==> src/rtl/seq_operand_shifter_pkg.sv <==
// Shared constants for the iterative operand shifter: shift-type codes
// (also used by the instruction decoder) and the shifter FSM state encoding.
package seq_operand_shifter_pkg;

    localparam logic [1:0] SH_LSL = 2'b00;
    localparam logic [1:0] SH_LSR = 2'b01;
    localparam logic [1:0] SH_ASR = 2'b10;
    localparam logic [1:0] SH_ROR = 2'b11;

    typedef enum logic [1:0] {
        ST_IDLE  = 2'b00,
        ST_SHIFT = 2'b01,
        ST_DONE  = 2'b10
    } state_t;

endpackage

==> src/rtl/seq_operand_shifter_shift_step.sv <==
// Single-bit shift of a W-bit value by shift type, returning the shifted
// value and the bit shifted out. Purely combinational.
module seq_operand_shifter_shift_step
    import seq_operand_shifter_pkg::*;
#(
    parameter int W = 32
) (
    input  logic [W-1:0] i_val,
    input  logic [1:0]   i_type,
    output logic [W-1:0] o_val,
    output logic         o_carry
);

    // One-position shift and carry selection
    always_comb begin
        o_val   = i_val;
        o_carry = 1'b0;
        case (i_type)
            SH_LSL: begin
                o_val   = {i_val[W-2:0], 1'b0};
                o_carry = i_val[W-1];
            end
            SH_LSR: begin
                o_val   = {1'b0, i_val[W-1:1]};
                o_carry = i_val[0];
            end
            SH_ASR: begin
                o_val   = {i_val[W-1], i_val[W-1:1]};
                o_carry = i_val[0];
            end
            SH_ROR: begin
                o_val   = {i_val[0], i_val[W-1:1]};
                o_carry = i_val[0];
            end
            default: begin
                o_val   = i_val;
                o_carry = 1'b0;
            end
        endcase
    end

endmodule

==> src/rtl/seq_operand_shifter.sv <==
// Iterative one-bit-per-clock operand shifter with start/busy/done handshake.
// Optional macro SHIFTER_RRX_EN turns ROR #0 into a one-cycle RRX.
module seq_operand_shifter
    import seq_operand_shifter_pkg::*;
#(
    parameter int W   = 32,
    parameter int SHW = 5
) (
    input  logic           clk,
    input  logic           reset,
    input  logic           start,
    input  logic [1:0]     ShType,
    input  logic [SHW-1:0] ShAmt,
    input  logic [W-1:0]   In,
    input  logic           CarryIn,
    output logic [W-1:0]   Out,
    output logic           ShCarry,
    output logic           busy,
    output logic           done
);

    state_t         r_state;
    state_t         w_next;
    logic [W-1:0]   r_out;
    logic           r_carry;
    logic [1:0]     r_type;
    logic [SHW-1:0] r_cnt;
    logic           w_accept;
    logic           w_rrx_start;
    logic           w_pass;
    logic [W-1:0]   w_step_val;
    logic           w_step_carry;
    logic [W-1:0]   w_next_out;

    // A request is taken in IDLE or DONE; while shifting it is ignored.
    assign w_accept = start && (r_state != ST_SHIFT);

    seq_operand_shifter_shift_step #(.W(W)) u_step (
        .i_val   (r_out),
        .i_type  (r_type),
        .o_val   (w_step_val),
        .o_carry (w_step_carry)
    );

`ifdef SHIFTER_RRX_EN
    logic r_rrx;
    logic r_cin;

    assign w_rrx_start = (ShType == SH_ROR) && (ShAmt == {SHW{1'b0}});

    // RRX bookkeeping: remember the mode and the incoming carry at accept
    always_ff @(posedge clk or posedge reset) begin
        if (reset) begin
            r_rrx <= 1'b0;
            r_cin <= 1'b0;
        end else if (w_accept) begin
            r_rrx <= w_rrx_start;
            r_cin <= CarryIn;
        end else begin
            r_rrx <= r_rrx;
            r_cin <= r_cin;
        end
    end

    // RRX reuses the ROR step and replaces the rotated-in MSB with the old carry.
    assign w_next_out = r_rrx ? {r_cin, w_step_val[W-2:0]} : w_step_val;
`else
    assign w_rrx_start = 1'b0;
    assign w_next_out  = w_step_val;
`endif

    assign w_pass = (ShAmt == {SHW{1'b0}}) && !w_rrx_start;

    // State register
    always_ff @(posedge clk or posedge reset) begin
        if (reset) begin
            r_state <= ST_IDLE;
        end else begin
            r_state <= w_next;
        end
    end

    // Next-state logic
    always_comb begin
        w_next = ST_IDLE;
        case (r_state)
            ST_IDLE, ST_DONE: begin
                if (w_accept) begin
                    w_next = w_pass ? ST_DONE : ST_SHIFT;
                end else begin
                    w_next = ST_IDLE;
                end
            end
            ST_SHIFT: begin
                if (r_cnt == SHW'(1)) begin
                    w_next = ST_DONE;
                end else begin
                    w_next = ST_SHIFT;
                end
            end
            default: w_next = ST_IDLE;
        endcase
    end

    // Handshake outputs decoded from the state register
    always_comb begin
        busy = 1'b0;
        done = 1'b0;
        case (r_state)
            ST_SHIFT: busy = 1'b1;
            ST_DONE:  done = 1'b1;
            default: begin
                busy = 1'b0;
                done = 1'b0;
            end
        endcase
    end

    // Datapath: latch operands at accept, then shift one bit per SHIFT cycle
    always_ff @(posedge clk or posedge reset) begin
        if (reset) begin
            r_out   <= {W{1'b0}};
            r_carry <= 1'b0;
            r_type  <= 2'b00;
            r_cnt   <= {SHW{1'b0}};
        end else if (w_accept) begin
            r_out  <= In;
            r_type <= ShType;
            if (w_pass) begin
                r_carry <= CarryIn;
                r_cnt   <= {SHW{1'b0}};
            end else begin
                r_carry <= r_carry;
                r_cnt   <= w_rrx_start ? SHW'(1) : ShAmt;
            end
        end else if (r_state == ST_SHIFT) begin
            r_out   <= w_next_out;
            r_carry <= w_step_carry;
            r_cnt   <= r_cnt - SHW'(1);
        end else begin
            r_out   <= r_out;
            r_carry <= r_carry;
            r_type  <= r_type;
            r_cnt   <= r_cnt;
        end
    end

    assign Out     = r_out;
    assign ShCarry = r_carry;

endmodule
==> config.mk <==
export PLATFORM = sky130hd
export DESIGN_NAME = seq_operand_shifter
export DESIGN_NICKNAME = d
export VERILOG_FILES = /design/src/rtl/seq_operand_shifter_pkg.sv /design/src/rtl/seq_operand_shifter_shift_step.sv /design/src/rtl/seq_operand_shifter.sv
export SDC_FILE = /design/constraint.sdc
export NUM_CORES = 1
export LEC_CHECK = 0
export ABC_AREA = 1
export BUFFER_PORTS_ARGS = -buffer_cell sky130_fd_sc_hd__buf_2
export CORE_MARGIN = 2
export CORE_UTILIZATION = 55
export CTS_CLUSTER_SIZE = 40
export DETAILED_ROUTE_END_ITERATION = 6
export GPL_TIMING_DRIVEN = 0
export PLACE_DENSITY = 0.85
export RECOVER_POWER = 25
export SLEW_MARGIN = 30
export SYNTH_ARGS = -nofsm -noshare
export SYNTH_HDL_FRONTEND = slang
export SYNTH_SLANG_ARGS = --single-unit
==> constraint.sdc <==
create_clock -name clk -period 2.1 [get_ports clk]
set_input_delay 0.63 -clock clk [delete_from_list [all_inputs] [get_ports clk]]
set_output_delay 0.63 -clock clk [all_outputs]
set_load 0.01 [all_outputs]
# After elaboration in Yosys (flattened, before gate mapping)

Cells that the tools add are included.
Widths: inputs -> output; s select.

$add $sub $neg: 1
Eq/ne operators: 9
Multiplexer cells: 16
Reductions and logical operators: 9

Operators by type and width:

| cell                | count |
|---|---|
| $pmux 32 s4         | 1 |
| $mux 32             | 2 |
| $mux 5              | 3 |
| $eq 2x2->1 const B  | 3 |
| $mux 2              | 3 |
| $eq 5x1->1 const B  | 1 |
| $logic_not 5->1     | 1 |
| $mux 1              | 5 |
| $sub 5x1->5 const B | 1 |
| $eq 2x1->1 const B  | 2 |
| $logic_not 2->1     | 2 |
| $ne 2x1->1 const B  | 2 |
| $pmux 2 s2          | 1 |
| $reduce_and 2->1    | 2 |
| $reduce_or 3->1     | 1 |
| $ne 2x2->1 const B  | 1 |
| $pmux 1 s2          | 1 |
| $reduce_bool 2->1   | 1 |
| $reduce_or 2->1     | 1 |
| $logic_and 1x1->1   | 1 |

Bits in registers: 42
Input bits: 43
Output and inout bits: 35
Logic and storage cells: 41

# Depth between registers and ports, before layout

Depth after elaboration: 5
Mapped depth: 9
Depth with buffers taken out: 8

# Cells and area by module

A second synthesis with hierarchy kept.

Cell total of the unflattened synthesis: 360
Area, all modules: 2585.0 um^2

Modules (own cells, without submodules):

| module                         | times used | cells an instance | area each (um^2) | seq. area each (um^2) |
|---|---|---|---|---|
| seq_operand_shifter            | 1          | 250               | 2087.0           | 1051.0 |
| seq_operand_shifter_shift_step | 1          | 110               | 498.0            | 0.0 |

# Least setup slack after synthesis

Ideal clock, no wire load.

Path type: reg-to-output
Start point: register r_state[0]
End point: output port busy
Data arrival time: 0.786 ns
Required time: 1.470 ns
Slack: 0.684 ns
Stages on the path, launching flop included: 4
Buffers on the path: 1
Cell sequence: dfrtp_1 -> inv_1 -> nor2_2 -> buf_2

Word-level cells in the longest chain between the ends: 2

Ends and longest elaborated chain:

| element                | RTL line                   | RTL |
|---|---|---|
| start, declared        | seq_operand_shifter.sv:22  | `state_t r_state;` |
| start signal, assigned | seq_operand_shifter.sv:79  | `r_state <= w_next;` |
| $eq 2x1->1             | seq_operand_shifter.sv:109 | `case (r_state)` |
| $mux 1                 | seq_operand_shifter.sv:109 |  |
| end, declared          | seq_operand_shifter.sv:18  | `output logic busy,` |

Every way passes these cells.

# Worst setup path in the final report

Ends and elaborated chain as after synthesis.

==> summary.md <==
| Metric | Value |
|---|---|
| Top cells by area, synth | `dfrtp_1 43%, nand2_1 23%, nor2_1 6.3%` |
| Slew margin rel. | `between 50% and 60%` |
| Number of remaining DRC errors | `0` |
| Antenna diode count | `0` |
| Via density | `5.36` |
| Switching part of the total | `46.8%` |
| CTS Hold Bufs | `0` |
| Share of layout cells above drive strength 1 | `24.7%` |
| TritonCTS clock tree | `yes` |
| HP Class | `in2async` |
| Critical path required time | `1470 ps` |
| Worst setup EP type | `primary output` |
| Area share of the leading cell type in the synthesized netlist | `42.9%` |
| Period utilization | `95.5%` |
| Routed wire length | `between 6000 and 7000 um` |
| Fillers | `391` |
| Worst Skew | `~9.5 ps` |
| Uppermost routed layer | `met4` |
| Initial antenna violation count | `0` |
| Met2 wire len | `3140 um` |
| Max Clk Rate | `498 MHz` |
| P_sw | `2350 uW` |
| Fin nets | `490` |
| Multi-input gate area | `0.00122 mm^2` |
| Sequential power share | `32.3%` |
| Outcome | `finished clean` |
| Worst Reg-to-Reg Cells | `5` |
| H-tree levels | `2` |
| Pwr dens | `1660 mW/mm^2` |
| Wirelength per Cell | `13.0 um` |
| CTS Buf Count | `5` |
| IO buf count | `a little under 80` |
| Die area | `around 0.0050 mm^2` |
| Worst-path clk slew | `80 ps` |
| WP data arrival | `1380 ps` |
| Final Core Density | `a little over two thirds` |
| Tot GR Track Use | `27.7%` |
| Tot Pwr | `5030 uW` |
| Worst-Margin Slew | `728 ps` |
| Root Buffer | `clkbuf_8` |
| Metal-1 WL | `2730 um` |
| RSZ-0062 raised after global routing | `no` |
| Area leader, netlist | `dfrtp_1` |
| Vias | `2662` |
| GRT overflow | `0` |
| Worst ir drop on vdd | `0.768 mV` |
| Gate power share | `approximately 54%` |
| DRT Pass-1 Iters | `5` |
| Worst-Skew Late Latency | `300 ps` |
| Unique masters post-synth | `20` |
| Syn nets | `405` |
| Post-Synthesis Cells | `between 300 and 400` |
| Pre-CTS WS | `416 ps` |
| Area grow syn2layout | `23.3%` |
| Area of placed instances | `0.00293 mm^2` |
| Max-slew violation count | `0` |
| CTS Sinks | `between 40 and 50` |
| Die height | `a little over 70 um` |
| Initial DRC Count | `190` |
| Register area | `0.00105 mm^2` |
| Setup CP Type | `reg2out` |
| Largest net degree at the start of global routing | `24` |
| Vias in the first global route | `2537` |
| Design Area, Final | `0.00302 mm^2` |
| CP startpoint kind | `register` |
| Max Cap Viol | `0` |
| Top Ports | `78` |
| Setup violators final | `0` |
| Width of the die | `about 71 um` |
| Seq/Total Area, Yosys | `42.9%` |
| Clock power frac | `13.3%` |
| Detailed Place HPWL | `4690 um` |
| Syn avg cell area | `6.81 um^2` |
| Yosys reg bits | `42` |
| First-pass GRT wire length | `11200 um` |
| WL met3 | `419 um` |
| Worst Path Max Fanout | `10` |
| P_int | `2670 uW` |
| Final Worst Setup Slack | `93.6 ps` |
| Routed Antenna Nets | `0` |
| Mapped Area | `0.00245 mm^2` |
| Fin crit period | `2010 ps` |
| Core Footprint | `approximately 0.0043 mm^2` |
| GPL Wtd Cong | `0.876` |
| Final Hold Viols | `0` |
| Clock Path Buffers | `2` |
| Leakage | `0.00165 uW` |
| Initial core utilization | `56.7%` |
| Yosys warns | `0` |
| Rows | `24` |
==> cell usage after synthesis, drive strengths merged <==
cell type and number:
nand2 152, nor2 43, dfrtp 42, o21ai 38
a21oi 28, buf 18, inv 15, nand3 13
clkbuf 2, ha 2, nand3b 2, nand4 2
o211ai 2, o221ai 1
==> cell families after synthesis <==
family | Yosys count | share of synthesized area (%)
buf+inv | 35 | 7.20
compound gates | 69 | 14.4
fa+ha+maj | 2 | 1.02
simple gates | 212 | 34.5
flops | 42 | 42.9
==> worst max-delay path, stage by stage, from the launching register on <==
cell	delay [ps]
dfrtp_1	410
inv_1	100
nor2_2	170
clkbuf_4	250
buf_2	150
==> repair_timing <==
| item | 4_1_cts | 5_1_grt |
|---|---|---|
| setup endpoints to repair | 0 | 1 |
| setup buffers | 0 | 0 |
| gates resized for setup | 0 | 1 |
==> cell type report <==
cell class / count / area share, %
clock inverters: 1 / 0.994
multi-input cells: 283 / 40.5
plain buffers: 20 / 4.06
repair buffers: 78 / 12.9
clock buffers: 6 / 2.73
well taps: 52 / 2.15
flip-flops and latches: 42 / 34.8
inverters: 15 / 1.86
==> path summary, 6_finish.rpt <==
check / start / endpoint / slack [ps]
worst max register to register: r_type[1] / Out[9] / 720
worst min register to register: ShCarry / ShCarry / 530
worst max-delay path: r_state[0] / busy / 90
max in group asynchronous: reset / r_cnt[0] / 600
worst min-delay path: reset / Out[3] / 440
min in group clk: ShCarry / ShCarry / 530
==> metal layers <==
| metal | up-vias | GRT usage, % |
|---|---|---|
| met2 | 100 | 46.2 |
| li1 | 1317 | - |
| met4 | 0 | 13.2 |
| met1 | 1228 | 35.6 |
| met5 | - | 0 |
| met3 | 17 | 3.85 |
==> state kept, by name, summed over array words and instances, names as in the netlist <==
register  count
Out          32
ShCarry       1
r_cnt         5
r_state       2
r_type        2
==> power groups by stage <==
stage	Combinational, uW	Sequential (uW)	Clock, uW
2_1_floorplan	1800	1700	0
3_3_place_gp	2640	1620	0
3_5_place_dp	2720	1630	0
4_1_cts	2740	1620	667
5_1_grt	3160	1690	707
6_report	2740	1620	667
==> placed cells by master, fill, tap and decap left out, drive strengths merged <==
master and count:
o21ai 38, o221ai 1, clkbuf 10, nor2 43, nand4 2, nand3 13
buf 94, bufinv 1, a21oi 28, ha 2, dfrtp 42, o211ai 2
inv 15, nand2 152, nand3b 2
==> through the flow <==
stage,hold slack [ps],TNS [ps],instances
after global placement,492,-4260,489
after CTS,350,0,497
after detailed placement,517,0,490
final,445,0,497
after floorplan,485,0,360
after global routing,515,0,497
No activity file was read; power rests on OpenSTA's default activity.
